File: config.mk
export PLATFORM = sky130hd
export DESIGN_NAME = axis_pkt_bram_writer_flat
export DESIGN_NICKNAME = d
export VERILOG_FILES = /design/src/rtl/axis_pkt_bram_writer_if.sv /design/src/rtl/axis_pkt_bram_writer.sv /design/src/flat_wrapper.sv
export SDC_FILE = /design/constraint.sdc
export NUM_CORES = 1
export LEC_CHECK = 0
export CAP_MARGIN = 15
export CORE_AREA = 2 2 504 506
export DETAILED_ROUTE_END_ITERATION = 8
export DIE_AREA = 0 0 506 508
export PLACE_DENSITY = 0.35
export REMOVE_ABC_BUFFERS = 1
export SETUP_SLACK_MARGIN = 0.2
export SLEW_MARGIN = 20
export SYNTH_ARGS = -nofsm -noshare
export SYNTH_HDL_FRONTEND = slang
export SYNTH_SLANG_ARGS = --single-unit
File: constraint.sdc
create_clock -name axis_clk -period 4.32 [get_ports axis_clk]
set_clock_uncertainty 0.15 [all_clocks]
set_input_delay 0.648 -clock axis_clk [delete_from_list [all_inputs] [get_ports axis_clk]]
set_output_delay 0.648 -clock axis_clk [all_outputs]
set_load 0.05 [all_outputs]
File: src/rtl/axis_pkt_bram_writer_if.sv
`default_nettype none
// ============================================================================
// Module      : axis_pkt_bram_writer_if
// Description : Stream, BRAM-write, descriptor and release signals of the
//               packet-to-BRAM writer, with master (source) and slave (DUT)
//               views.
// Revision    : 1.0 - initial release
// ============================================================================
interface axis_pkt_bram_writer_if #(
    parameter int data_width    = 512,
    parameter int keep_width    = data_width / 8,
    parameter int counter_width = 10
);
    logic                     t_valid;
    logic [data_width-1:0]    t_data;
    logic [keep_width-1:0]    t_keep;
    logic                     t_last;
    logic                     t_ready;

    logic                     bram_ena;
    logic [keep_width-1:0]    bram_wena;
    logic [counter_width-1:0] bram_address;
    logic [data_width-1:0]    bram_data;

    logic                     desc_valid;
    logic                     desc_ready;
    logic [counter_width-1:0] desc_addr;
    logic [counter_width:0]   desc_beats;
    logic [keep_width-1:0]    desc_last_keep;

    logic                     rel_valid;
    logic [counter_width:0]   rel_beats;
    logic [counter_width:0]   fill_level;
    logic                     rel_err;

    modport master (
        output t_valid, t_data, t_keep, t_last,
        input  t_ready,
        input  bram_ena, bram_wena, bram_address, bram_data,
        input  desc_valid, desc_addr, desc_beats, desc_last_keep,
        output desc_ready,
        output rel_valid, rel_beats,
        input  fill_level, rel_err
    );

    modport slave (
        input  t_valid, t_data, t_keep, t_last,
        output t_ready,
        output bram_ena, bram_wena, bram_address, bram_data,
        output desc_valid, desc_addr, desc_beats, desc_last_keep,
        input  desc_ready,
        input  rel_valid, rel_beats,
        output fill_level, rel_err
    );
endinterface
`default_nettype wire

File: src/rtl/axis_pkt_bram_writer.sv
`default_nettype none
// ============================================================================
// Module      : axis_pkt_bram_writer
// Description : Writes AXI-Stream packets into a circular BRAM buffer and
//               emits one descriptor per packet; space is returned by release.
// Revision    : 1.0 - initial release
// ============================================================================
module axis_pkt_bram_writer #(
    parameter int data_width     = 512,
    parameter int keep_width     = data_width / 8,
    parameter int counter_width  = 10,
    parameter int mem_size_depth = 1024
) (
    input wire logic              axis_clk,
    input wire logic              reset,
    axis_pkt_bram_writer_if.slave bus
);
    localparam logic [counter_width-1:0] c_last_addr = counter_width'(mem_size_depth - 1);
    localparam logic [counter_width:0]   c_depth     = (counter_width + 1)'(mem_size_depth);

    typedef enum logic [1:0] {
        IDLE = 2'd0,
        RECV = 2'd1,
        DESC = 2'd2
    } state_t;

    state_t                   state_q, state_d;
    logic [counter_width-1:0] wr_ptr_q, wr_ptr_d;
    logic [counter_width-1:0] start_addr_q, start_addr_d;
    logic [counter_width:0]   beat_cnt_q, beat_cnt_d;
    logic [counter_width:0]   fill_q, fill_d;
    logic                     rel_err_q, rel_err_d;
    logic                     bram_ena_q, bram_ena_d;
    logic [keep_width-1:0]    bram_wena_q, bram_wena_d;
    logic [counter_width-1:0] bram_address_q, bram_address_d;
    logic [data_width-1:0]    bram_data_q, bram_data_d;
    logic [counter_width-1:0] desc_addr_q, desc_addr_d;
    logic [counter_width:0]   desc_beats_q, desc_beats_d;
    logic [keep_width-1:0]    desc_last_keep_q, desc_last_keep_d;

    logic                     t_ready;
    logic                     accept;
    logic [counter_width:0]   fill_avail;

    always_comb begin
        t_ready = !reset && (state_q != DESC) && (fill_q < c_depth);
        accept  = bus.t_valid && t_ready;
    end

    always_comb begin
        state_d          = state_q;
        wr_ptr_d         = wr_ptr_q;
        start_addr_d     = start_addr_q;
        beat_cnt_d       = beat_cnt_q;
        bram_ena_d       = 1'b0;
        bram_wena_d      = '0;
        bram_address_d   = bram_address_q;
        bram_data_d      = bram_data_q;
        desc_addr_d      = desc_addr_q;
        desc_beats_d     = desc_beats_q;
        desc_last_keep_d = desc_last_keep_q;

        if (accept) begin
            bram_ena_d     = 1'b1;
            bram_wena_d    = bus.t_keep;
            bram_address_d = wr_ptr_q;
            bram_data_d    = bus.t_data;
            wr_ptr_d       = (wr_ptr_q == c_last_addr) ? '0 : wr_ptr_q + counter_width'(1);

            if (state_q == IDLE) begin
                start_addr_d = wr_ptr_q;
                beat_cnt_d   = (counter_width + 1)'(1);
            end else begin
                beat_cnt_d   = beat_cnt_q + (counter_width + 1)'(1);
            end

            // A single-beat packet has not latched its start address yet.
            if (bus.t_last) begin
                state_d          = DESC;
                desc_addr_d      = (state_q == IDLE) ? wr_ptr_q : start_addr_q;
                desc_beats_d     = beat_cnt_d;
                desc_last_keep_d = bus.t_keep;
            end else begin
                state_d = RECV;
            end
        end

        if ((state_q == DESC) && bus.desc_ready) begin
            state_d = IDLE;
        end
    end

    // The beat accepted this cycle counts as occupancy that may be released.
    always_comb begin
        fill_avail = fill_q + (counter_width + 1)'(accept);
        fill_d     = fill_avail;
        rel_err_d  = rel_err_q;
        if (bus.rel_valid) begin
            if (bus.rel_beats > fill_avail) begin
                fill_d    = '0;
                rel_err_d = 1'b1;
            end else begin
                fill_d = fill_avail - bus.rel_beats;
            end
        end
    end

    always_ff @(posedge axis_clk) begin
        if (reset) begin
            state_q          <= IDLE;
            wr_ptr_q         <= '0;
            start_addr_q     <= '0;
            beat_cnt_q       <= '0;
            fill_q           <= '0;
            rel_err_q        <= 1'b0;
            bram_ena_q       <= 1'b0;
            bram_wena_q      <= '0;
            bram_address_q   <= '0;
            bram_data_q      <= '0;
            desc_addr_q      <= '0;
            desc_beats_q     <= '0;
            desc_last_keep_q <= '0;
        end else begin
            state_q          <= state_d;
            wr_ptr_q         <= wr_ptr_d;
            start_addr_q     <= start_addr_d;
            beat_cnt_q       <= beat_cnt_d;
            fill_q           <= fill_d;
            rel_err_q        <= rel_err_d;
            bram_ena_q       <= bram_ena_d;
            bram_wena_q      <= bram_wena_d;
            bram_address_q   <= bram_address_d;
            bram_data_q      <= bram_data_d;
            desc_addr_q      <= desc_addr_d;
            desc_beats_q     <= desc_beats_d;
            desc_last_keep_q <= desc_last_keep_d;
        end
    end

    // Strobes are masked while reset is high so a write registered just
    // before reset never reaches the BRAM.
    assign bus.t_ready        = t_ready;
    assign bus.bram_ena       = bram_ena_q && !reset;
    assign bus.bram_wena      = reset ? '0 : bram_wena_q;
    assign bus.bram_address   = bram_address_q;
    assign bus.bram_data      = bram_data_q;
    assign bus.desc_valid     = (state_q == DESC) && !reset;
    assign bus.desc_addr      = desc_addr_q;
    assign bus.desc_beats     = desc_beats_q;
    assign bus.desc_last_keep = desc_last_keep_q;
    assign bus.fill_level     = fill_q;
    assign bus.rel_err        = rel_err_q;
endmodule
`default_nettype wire

File: src/flat_wrapper.sv
// flat-port wrapper written by rule: the top's interface ports become plain ports
module axis_pkt_bram_writer_flat 
#(
    parameter int data_width     = 512,
    parameter int keep_width     = data_width / 8,
    parameter int counter_width  = 10,
    parameter int mem_size_depth = 1024
)
  (axis_clk, reset, bus_t_valid, bus_t_data, bus_t_keep, bus_t_last, bus_t_ready, bus_bram_ena, bus_bram_wena, bus_bram_address, bus_bram_data, bus_desc_valid, bus_desc_addr, bus_desc_beats, bus_desc_last_keep, bus_desc_ready, bus_rel_valid, bus_rel_beats, bus_fill_level, bus_rel_err);
  axis_pkt_bram_writer_if #(.data_width(data_width), .keep_width(keep_width), .counter_width(counter_width)) bus_i ();
  input wire logic axis_clk;
  input wire logic reset;
  input wire logic [$bits(bus_i.t_valid)-1:0] bus_t_valid;
  input wire logic [$bits(bus_i.t_data)-1:0] bus_t_data;
  input wire logic [$bits(bus_i.t_keep)-1:0] bus_t_keep;
  input wire logic [$bits(bus_i.t_last)-1:0] bus_t_last;
  output wire logic [$bits(bus_i.t_ready)-1:0] bus_t_ready;
  output wire logic [$bits(bus_i.bram_ena)-1:0] bus_bram_ena;
  output wire logic [$bits(bus_i.bram_wena)-1:0] bus_bram_wena;
  output wire logic [$bits(bus_i.bram_address)-1:0] bus_bram_address;
  output wire logic [$bits(bus_i.bram_data)-1:0] bus_bram_data;
  output wire logic [$bits(bus_i.desc_valid)-1:0] bus_desc_valid;
  output wire logic [$bits(bus_i.desc_addr)-1:0] bus_desc_addr;
  output wire logic [$bits(bus_i.desc_beats)-1:0] bus_desc_beats;
  output wire logic [$bits(bus_i.desc_last_keep)-1:0] bus_desc_last_keep;
  input wire logic [$bits(bus_i.desc_ready)-1:0] bus_desc_ready;
  input wire logic [$bits(bus_i.rel_valid)-1:0] bus_rel_valid;
  input wire logic [$bits(bus_i.rel_beats)-1:0] bus_rel_beats;
  output wire logic [$bits(bus_i.fill_level)-1:0] bus_fill_level;
  output wire logic [$bits(bus_i.rel_err)-1:0] bus_rel_err;
  assign bus_i.t_valid = bus_t_valid;
  assign bus_i.t_data = bus_t_data;
  assign bus_i.t_keep = bus_t_keep;
  assign bus_i.t_last = bus_t_last;
  assign bus_t_ready = bus_i.t_ready;
  assign bus_bram_ena = bus_i.bram_ena;
  assign bus_bram_wena = bus_i.bram_wena;
  assign bus_bram_address = bus_i.bram_address;
  assign bus_bram_data = bus_i.bram_data;
  assign bus_desc_valid = bus_i.desc_valid;
  assign bus_desc_addr = bus_i.desc_addr;
  assign bus_desc_beats = bus_i.desc_beats;
  assign bus_desc_last_keep = bus_i.desc_last_keep;
  assign bus_i.desc_ready = bus_desc_ready;
  assign bus_i.rel_valid = bus_rel_valid;
  assign bus_i.rel_beats = bus_rel_beats;
  assign bus_fill_level = bus_i.fill_level;
  assign bus_rel_err = bus_i.rel_err;
  axis_pkt_bram_writer #(.data_width(data_width), .keep_width(keep_width), .counter_width(counter_width), .mem_size_depth(mem_size_depth)) u_core (.axis_clk(axis_clk), .reset(reset), .bus(bus_i));
endmodule
=== Yosys cells after proc, flatten, opt, wreduce, memory -nomap -nowiden ===
Index checks and enable logic that the tools add are counted.

* Bits in registers: 717
* Output and inout port bits: 686
* Logic and storage cells: 43

* Equality and inequality tests: 3
* Mux-type cells: 8
* Reductions and logical operators: 12
* Bitwise gates (word level): 1
* Magnitude comparators: 2
* Add/sub/neg operators: 4

{| class="wikitable"
|+ Operators with widths
! operator !! count
|-
| 64-bit 2-to-1 mux || 1
|-
| 11-bit 2-to-1 mux || 3
|-
| 10-bit 2-to-1 mux || 2
|-
| 11-bit by 1-bit adder with 11-bit output || 1
|-
| 11-bit by 1-bit adder with 11-bit output (second input constant) || 1
|-
| 11-bit greater-than comparator || 1
|-
| 11-bit < comparator (second input constant) || 1
|-
| 11-bit subtractor || 1
|-
| 10-bit by 1-bit adder with 10-bit output (second input constant) || 1
|-
| 10-bit equality test (second input constant) || 1
|-
| 1-bit logical AND || 6
|-
| 2-bit AND reduction || 2
|-
| 2-bit OR reduction || 2
|-
| 2-bit equality test (second input constant) || 1
|-
| 2-bit logical NOT || 1
|-
| 2-bit 2-to-1 mux || 1
|-
| 2-bit inequality test (second input constant) || 1
|-
| 1-bit logical NOT || 1
|-
| 1-bit 2-to-1 mux || 1
|-
| 1-bit NOT || 1
|}

=== Depth between registers and ports, before layout ===
Gate-level depths: netlist of run 1.

* Word-level depth: 8
* Gate-level depth with buffers: 18
* Gate-level depth less buffers: 15

=== Worst setup path after synthesis of run 1 ===
No wires, ideal clock.

* Path kind: input to register
* Start: input port reset
* End: register u_core.fill_q[9] (netlist: u_core.bus.fill_level[9])
* Setup time: 0.087 ns
* Cell stages on the path: 17
* Arrival time: 3.889 ns
* Data required time: 4.083 ns
* Path buffers: 4
* Path slack: 0.193 ns
* Cell sequence: buf_2 -> or3_1 -> buf_2 -> inv_4 -> buf_2 -> buf_2 -> ha_1 -> ha_1 -> and2_1 -> nand3_1 -> xnor2_1 -> ha_1 -> and3_1 -> nand2_1 -> o21ai_1 -> nand3b_1 -> o31ai_1

* Cells in the longest elaborated chain, start to end: 8
* Elaborated cells on any way between the ends: 9
* Those cells by class: add/sub (2); order compare (1); mux (2); reduce/logical (4)

{| class="wikitable"
|+ Ends and longest elaborated chain
! element !! line !! source
|-
| from (decl) || flat_wrapper.sv:12 || <nowiki>input wire logic reset;</nowiki>
|-
| 1-bit logical NOT (*) || axis_pkt_bram_writer.sv:46 || <nowiki>t_ready = !reset && (state_q != DESC) && (fill_q < c_depth);</nowiki>
|-
| 1-bit logical AND (*) (2 in series) || axis_pkt_bram_writer.sv:46 ||
|-
| 1-bit logical AND (*) || axis_pkt_bram_writer.sv:47 || <nowiki>accept = bus.t_valid && t_ready;</nowiki>
|-
| net u_core.accept || axis_pkt_bram_writer.sv:42 || <nowiki>logic accept;</nowiki>
|-
| 11-bit by 1-bit adder with 11-bit output (*) || axis_pkt_bram_writer.sv:95 || <nowiki>fill_avail = fill_q + (counter_width + 1)'(accept);</nowiki>
|-
| 11-bit subtractor or 11-bit greater-than comparator (tied branches) || axis_pkt_bram_writer.sv:103, axis_pkt_bram_writer.sv:99 ||
|-
| 11-bit 2-to-1 mux || axis_pkt_bram_writer.sv:99 || <nowiki>if (bus.rel_beats > fill_avail) begin</nowiki>
|-
| 11-bit 2-to-1 mux (*) || axis_pkt_bram_writer.sv:98 || <nowiki>if (bus.rel_valid) begin</nowiki>
|-
| to (signal assigned) || axis_pkt_bram_writer.sv:128 || <nowiki>fill_q <= fill_d;</nowiki>
|-
| to (decl) || axis_pkt_bram_writer.sv:31 || <nowiki>logic [counter_width:0] fill_q, fill_d;</nowiki>
|}

Mark *: on every way through the listed nets, which the timed path passes. The rest lies on a longest branch.
A chain may end at the register's enable or synchronous reset.

=== Final worst setup path of run 1 ===
* Start: input port bus_t_valid
* End: register u_core.fill_q[10] (netlist: u_core.bus.fill_level[10])

* Cells in the longest elaborated chain, start to end: 5
* Elaborated cells on any way between the ends: 6
* Those cells by class: add/sub (2); order compare (1); mux (2); reduce/logical (1)

{| class="wikitable"
|+ Ends and longest elaborated chain
! element !! line !! source
|-
| from (decl) || flat_wrapper.sv:13 || <nowiki>input wire logic [$bits(bus_i.t_valid)-1:0] bus_t_valid;</nowiki>
|-
| 1-bit logical AND (*) || axis_pkt_bram_writer.sv:47 ||
|-
| 11-bit by 1-bit adder with 11-bit output (*) || axis_pkt_bram_writer.sv:95 ||
|-
| 11-bit subtractor or 11-bit greater-than comparator (tied branches) || axis_pkt_bram_writer.sv:103, axis_pkt_bram_writer.sv:99 ||
|-
| 11-bit 2-to-1 mux || axis_pkt_bram_writer.sv:99 ||
|-
| 11-bit 2-to-1 mux (*) || axis_pkt_bram_writer.sv:98 ||
|}

Every way passes the cells marked *; elsewhere a longest branch is shown, timed or not.

==> results of run 1 <==
[tightest hold or removal path, stage by stage]
cell	delay (ns)
buf_8	0.13
buf_12	0.23
a21oi_1	0.06
[per-layer routing]
metal,wire length [um],track usage [%],vias to the layer above
met3,19130,6.216,317
li1,-,-,12640
met4,3453,2.400,86
met2,73240,19.39,1183
met1,74480,16.07,12510
met5,535,0,-
[power groups by stage]
stage | combinational [mW] | sequential [mW] | clock (mW)
2_1_floorplan | 0.605 | 8.05 | 0
3_3_place_gp | 3.12 | 7.20 | 0
3_5_place_dp | 3.11 | 7.21 | 0
4_1_cts | 3.12 | 7.07 | 9.13
5_1_grt | 3.24 | 7.10 | 9.33
6_report | 3.06 | 7.07 | 8.70
[per-stage QoR]
stage,worst slack (ns),utilization [%]
finish,0.7596,17.98
CTS,0.7451,17.95
floorplan,-17.69,-
global placement,0.07704,16.61
global route,0.5040,17.96
detailed placement,0.04622,16.61
[area by class of cell]
| type | count | area, um^2 | area share, % |
|---|---|---|---|
| antenna | 17 | 42.54 | 0.09379 |
| clock buffer | 145 | 2883 | 6.356 |
| clock inverter | 31 | 513.0 | 1.131 |
| inverter | 19 | 87.58 | 0.1931 |
| multi-input combinational | 2216 | 10050 | 22.16 |
| sequential | 717 | 14350 | 31.65 |
| tap | 3366 | 4212 | 9.285 |
| timing repair buffer | 1311 | 13220 | 29.14 |
[layout by cell type (no fill, tap or decap), types with 17 or more instances in the layout]
cell,count
dfxtp_1,717
and2_1,66
clkbuf_16,101
clkbuf_1,25
nor2b_1,68
diode_2,17
inv_1,18
nand2_1,1249
buf_4,21
nor2_1,43
clkbuf_8,19
nand3_1,19
xnor2_1,19
a21oi_1,629
clkdlybuf4s50_1,1275
o21ai_0,21
[sequential cells by signal, indices dropped and copies added, names as in the netlist, 2 cells and up]
signal	cells
u_core.wr_ptr_q	10
u_core.bus.bram_data	512
u_core.beat_cnt_q	11
u_core.bus.fill_level	11
u_core.bus.desc_beats	11
u_core.state_q	2
u_core.bus.desc_addr	10
u_core.start_addr_q	10
u_core.bus.desc_last_keep	64
u_core.bram_wena_q	64
u_core.bus.bram_address	10
[cell families after synthesis]
logic type                 after synthesis  synth area share (%)
DFF                                    717                 55.80
and+or+nand+nor                       1484                 23.42
adders and majority gates               16                0.8075
muxes                                    1               0.03892
xor gates and xnor gates                33                 1.124
buffers and inverters                  252                 5.166
AOI/OAI and AO/OA                      682                 13.64
[worst min-delay path by stage]
| stage | end | slack (ns) | cells past startpoint |
|---|---|---|---|
| 2_1_floorplan | u_core.beat_cnt_q[10] | 0.29 | 2 |
| 5_1_grt | u_core.bus.bram_data[150] | 0.22 | 3 |
| 4_1_cts | u_core.bus.bram_data[32] | 0.19 | 3 |
| 3_3_place_gp | u_core.bus.bram_data[167] | 0.29 | 2 |
| 6_report | u_core.bus.desc_last_keep[43] | 0.27 | 3 |
| 3_5_place_dp | u_core.bus.desc_last_keep[46] | 0.30 | 2 |
==> results_dict.tcl, run 1 <==
set metrics [dict create \
    cts.htree.levels 3 \
    cp-startpoint "bus_t_valid" \
    drc 0 \
    finalSetupViolations 0 \
    min-delay-start "reset" \
    rows 185 \
    first_iter_violations 1406 \
    startpoint_type "input port" \
    drv_cap 0 \
    yosys-top-cells-area "dfxtp_1 (56%), nand2_1 (18%), a21oi_1 (12%)" \
    switching_share_pct 29.61 \
    final_nets 4974 \
    fmax_mhz 280.9 \
    max_stage_delay_ns 0.48 \
    drive_gt1_share_pct 4.438 \
    io_pins 1279 \
    hold_viol_final 0 \
    relSlewSlack_pct 27.11 \
    fill_cells 28480 \
    num_vias 26740 \
    crit_cells 16 \
    leakage_nw 15.33 \
    yosysSeqAreaShare_pct 55.80 \
    peakVddDrop_uv 269.5 \
    worstPathCellList "clkdlybuf4s50_1 > nand2b_1 > or3_4 > inv_16 > ha_1 > ha_1 > and2_1 > nand3_1 > xnor2_1 > ha_1 > a21o_1 > a21o_1 > a21oi_1 > o21ai_1 > nand3b_1 > o21ai_0" \
    finalInstanceArea_mm2 0.04536 \
    cts_resized 0 \
    ys.flop_type "dfxtp_1" \
    power_density_mw_per_mm2 415.3 \
    postCtsSetupRepairBufs 0 \
    portBuffers 1278 \
    cp-end-kind "flop" \
    synthesis.area_mm2 0.02572 \
    synthArstFlopShare_pct 0 \
    endpoint "u_core.bus.fill_level[10]" \
    syn_to_final_growth_pct 76.34 \
    p_int_mw 13.26 \
    dieArea_mm2 0.2570 \
    synth-seq-cells 717 \
    drt-pass1-iter-count 5 \
    r2r-start "u_core.bus.fill_level[10]" \
    ff2ff_path_depth 15 \
    tightest_slew_ns 1.093 \
    die_x_um 506 \
    antenna_found_initial 121 \
    wl_per_cell_um 21.84 \
    cts_made_buffers 100 \
    clockRootBuffer "clkbuf_16" \
    grt_start_max_net_pins 159 \
    crit_top_cell "ha_1" \
    yosys.area.top_type "dfxtp_1" \
    synth_top_area_share_pct 55.80 \
    synth-edff-count 0 \
    synth_cell_type_count 46 \
    r2r_end "u_core.bus.fill_level[10]" \
    place_congestion 0.8547 \
    power.net_switching_mw 5.578 \
    clk_latency_ns 0.73 \
    vias_per_cell 3.418 \
    postRouteAntennaNets 0 \
    path_clk_slew_ns 0.06 \
    yosysWarnings 0 \
    grtUsageTotal_pct 12.68 \
    holdWs_ns 0.2689 \
    dp_cells 7628 \
    p_total_mw 18.84 \
    seqPwrFrac_pct 37.5 \
    grt.overflow.total 0 \
    hp-class "in2reg" \
    path_delay_family "simple AND/OR/NAND/NOR gates" \
    period_share_pct 82.42 \
    rrSetupSlack_ns 0.77 \
    finalMaxSlewViolations 0 \
    status "completed" \
    cts_sinks 717 \
    crit_path_top_delay_cell "clkdlybuf4s50_1" \
    cts_hold_buffers 0 \
    dp_hpwl_mm 132.8 \
    final_cells 7822 \
    fin_tns_setup_ns 0 \
    grt_pass1_vias 26150 \
    cp_max_fo 6 \
    synth_most_common_cell "nand2_1" \
    die_h_um 508 \
    dpl-instance-area_mm2 0.04190 \
    cts_tree "yes" \
    finalWirelength_mm 170.8 \
    rsz0062_at_grt "false" \
    grt_first_pass_wirelength_mm 227.8 \
    postSynthCellCount 3185 \
    clkPwrFrac_pct 46.2 \
    worstPathArrival_ns 3.98 \
    synth_common_cells "nand2_1 (1249), dfxtp_1 (717), a21oi_1 (629), buf_2 (100), clkbuf_1 (99)" \
    crit_required_ns 4.74 \
    clk_path_buf_depth 3 \
    crit_type "in2reg" \
    period_minus_slack_ns 3.560 \
    core_mm2 0.2523 \
    initial_core_util_pct 10.19 \
    syn_avg_cell_area_um2 8.076 \
    worst-path-buf-inv 2 \
    comb_power_share_pct 16.3 \
]
(Power assumes the default switching activity.)
==> run 2: changes to the inputs <==
--- a/config.mk
+++ b/config.mk
@@ -6,10 +6,10 @@
 export NUM_CORES = 1
 export LEC_CHECK = 0
 export CAP_MARGIN = 15
-export CORE_AREA = 2 2 504 506
+export CORE_AREA = 2 2 501 503
 export DETAILED_ROUTE_END_ITERATION = 8
-export DIE_AREA = 0 0 506 508
-export PLACE_DENSITY = 0.35
+export DIE_AREA = 0 0 503 505
+export PLACE_DENSITY = 0.36
 export REMOVE_ABC_BUFFERS = 1
 export SETUP_SLACK_MARGIN = 0.2
 export SLEW_MARGIN = 20
==> constraint.sdc (replaced) <==
create_clock -name axis_clk -period 3 [get_ports axis_clk]
set_clock_uncertainty 0.15 [all_clocks]
set_input_delay 0.45 -clock axis_clk [delete_from_list [all_inputs] [get_ports axis_clk]]
set_output_delay 0.45 -clock axis_clk [all_outputs]
set_load 0.05 [all_outputs]
==> run 2 against run 1 <==
The run now ends with negative setup slack left. Critical path depth stayed put. Worst hold slack worse by 0.16 ns. Clock power is 39% higher. Critical path type is now reg2reg. Critical endpoint is now u_core.bus.fill_level[6]. Largest cell class unchanged.
==> results_dict.tcl, run 2 (synthesis results as in run 1) <==
set metrics [dict create \
    status "complete, but fails checks" \
    violations "negative setup slack" \
    finalSetupViolations 12 \
    path_clk_slew_ns 0.06 \
    clockRootBuffer "clkbuf_16" \
    crit_type "reg2reg" \
    use_met1_pct 15.73 \
    syn_to_final_growth_pct 79.84 \
    rrSetupSlack_ns -0.13 \
    finalInstanceArea_mm2 0.04626 \
    r2r_end "u_core.bus.fill_level[6]" \
    drc 0 \
    worstPathArrival_ns 3.60 \
    rsz0062_at_grt "true" \
    layout_commonest_cell "nand2_1" \
    startpoint_type "flop" \
    final_nets 5080 \
    drt-pass1-iter-count 5 \
    min-delay-start "bus_t_data[304]" \
    rows 183 \
    hold_viol_final 0 \
    clk_path_buf_depth 3 \
    finalWirelength_mm 174.0 \
    use_met2_pct 20.55 \
    peakVddDrop_uv 413.6 \
    grt_pass1_vias 26420 \
    die_x_um 503 \
    period_minus_slack_ns 3.134 \
    crit_required_ns 3.47 \
    grtUsageTotal_pct 12.94 \
    dpl-instance-area_mm2 0.04225 \
    antenna_found_initial 119 \
    wl_per_cell_um 22.01 \
    grt_start_max_net_pins 169 \
    p_total_mw 26.81 \
    largest_reg_flops 512 \
    drive_gt1_share_pct 8.819 \
    relSlewSlack_pct 28.88 \
    core_mm2 0.2482 \
    cts_made_buffers 99 \
    num_vias 27070 \
    hold-path-endpoint "u_core.bus.bram_data[304]" \
    place_congestion 0.8829 \
    postRouteAntennaNets 0 \
    grt.overflow.total 0 \
    setup_ws_ns -0.1344 \
    io_pins 1279 \
    hp-class "in2reg" \
    grt_first_pass_wirelength_mm 229.3 \
    initial_core_util_pct 10.36 \
    cp-startpoint "u_core.bus.fill_level[10]" \
    finalMaxSlewViolations 0 \
    multiInputGateArea_mm2 0.01023 \
    ff2ff_path_depth 16 \
    cts.htree.levels 3 \
    drv_cap 0 \
    final_cell_mix "nand2_1 (1249), clkdlybuf4s50_1 (1171), dfxtp_1 (716), a21oi_1 (623), buf_4 (176)" \
    die_h_um 505 \
    cts_tree "yes" \
    leakage_nw 16.18 \
    dp_hpwl_mm 132.6 \
    first_iter_violations 1382 \
    tightest_slew_ns 1.067 \
    seqCellArea_mm2 0.01436 \
    dieArea_mm2 0.2540 \
    clk_latency_ns 0.73 \
    r2r-start "u_core.bus.fill_level[10]" \
    period_share_pct 104.5 \
    busiest_layer "met2" \
    cts_sinks 717 \
    portBuffers 1278 \
    power_density_mw_per_mm2 579.6 \
    vias_per_cell 3.424 \
    grtUsageMet3_pct 6.326 \
    hold_depth 3 \
    fmax_mhz 319.0 \
    cp_max_fo 3 \
    fill_cells 28020 \
    cp-end-kind "flop" \
]
-- run 2: cell count changes in the layout (fill, tap and decap cells not counted), moves of 6 or more --
cell and delta:
buf_4 +155, clkdlybuf4s50_1 -104, dlygate4sd2_1 +20, dlygate4sd3_1 +19
diode_2 +12, a21oi_1 -6, a21oi_2 +6, buf_16 +6
bufinv_16 -6, o21ai_0 -6
-- run 2: cell type report --
cell class,count,share of cell area [%]
clock buffer,148,6.318
inverter,19,0.1893
timing repair buffer,1418,30.42
sequential,717,31.03
multi-input combinational,2216,22.11
clock inverter,29,0.7709
tap,3330,9.007
antenna,29,0.1569
-- run 2: metal layers --
layer  up-vias  share of wire, %
li1      12880                 -
met1     12660                42
met2      1181                44
met3       275                12
met4        70               2.0
met5         -              0.25
-- run 2: worst max-delay path, cell delays in order, from the launching register on --
cell      delay, ns
dfxtp_2        0.33
nand2b_4       0.13
or3_4          0.43
inv_16         0.08
ha_4           0.13
ha_4           0.14
and2_4         0.18
nand3_4        0.08
xnor2_2        0.15
ha_1           0.32
a21o_1         0.19
a21o_1         0.16
a21oi_2        0.12
o21ai_2        0.09
nand3b_1       0.13
buf_4          0.15
o21ai_1        0.07
-- run 2: report_power, final --
part,switching [mW],leakage [nW],internal [mW]
Combinational,2.83,8.75,1.71
Clock,5.04,1.59,7.08
Sequential,0.220,5.85,9.94
Total,8.09,16.2,18.7
-- run 2: timing repair --
item	CTS	global route
pin swaps	15	11
hold buffers	19	0
setup buffers	5	4
resized for setup	64	19
cloned	3	2
endpoints found under the hold margin	19	0
endpoints found under the setup margin	306	42
-- run 2: through the flow --
| stage | setup slack, ns | cells | hold slack [ns] | utilization, % | TNS [ns] |
|---|---|---|---|---|---|
| 2_1_floorplan | -19.01 | 2952 | 0.2928 | - | - |
| 3_3_place_gp | -1.108 | 7667 | 0.2903 | 17.02 | -158.36 |
| 3_5_place_dp | -1.078 | 7667 | 0.2954 | 17.02 | -166.55 |
| 4_1_cts | -0.1608 | 7871 | 0.0003508 | 18.54 | -1.697 |
| 5_1_grt | -0.3165 | 7879 | 0.04070 | 18.61 | -2.835 |
| 6_report | -0.1344 | 7906 | 0.1131 | 18.64 | -1.393 |
-- run 2: worst max path at each step --
| stage | end | cells after the start |
|---|---|---|
| floorplan | u_core.bus.fill_level[9] | 14 |
| global placement | u_core.bus.fill_level[9] | 15 |
| detailed placement | u_core.bus.fill_level[9] | 15 |
| CTS | u_core.bus.fill_level[6] | 16 |
| global route | u_core.bus.fill_level[10] | 14 |
| finish | u_core.bus.fill_level[6] | 16 |
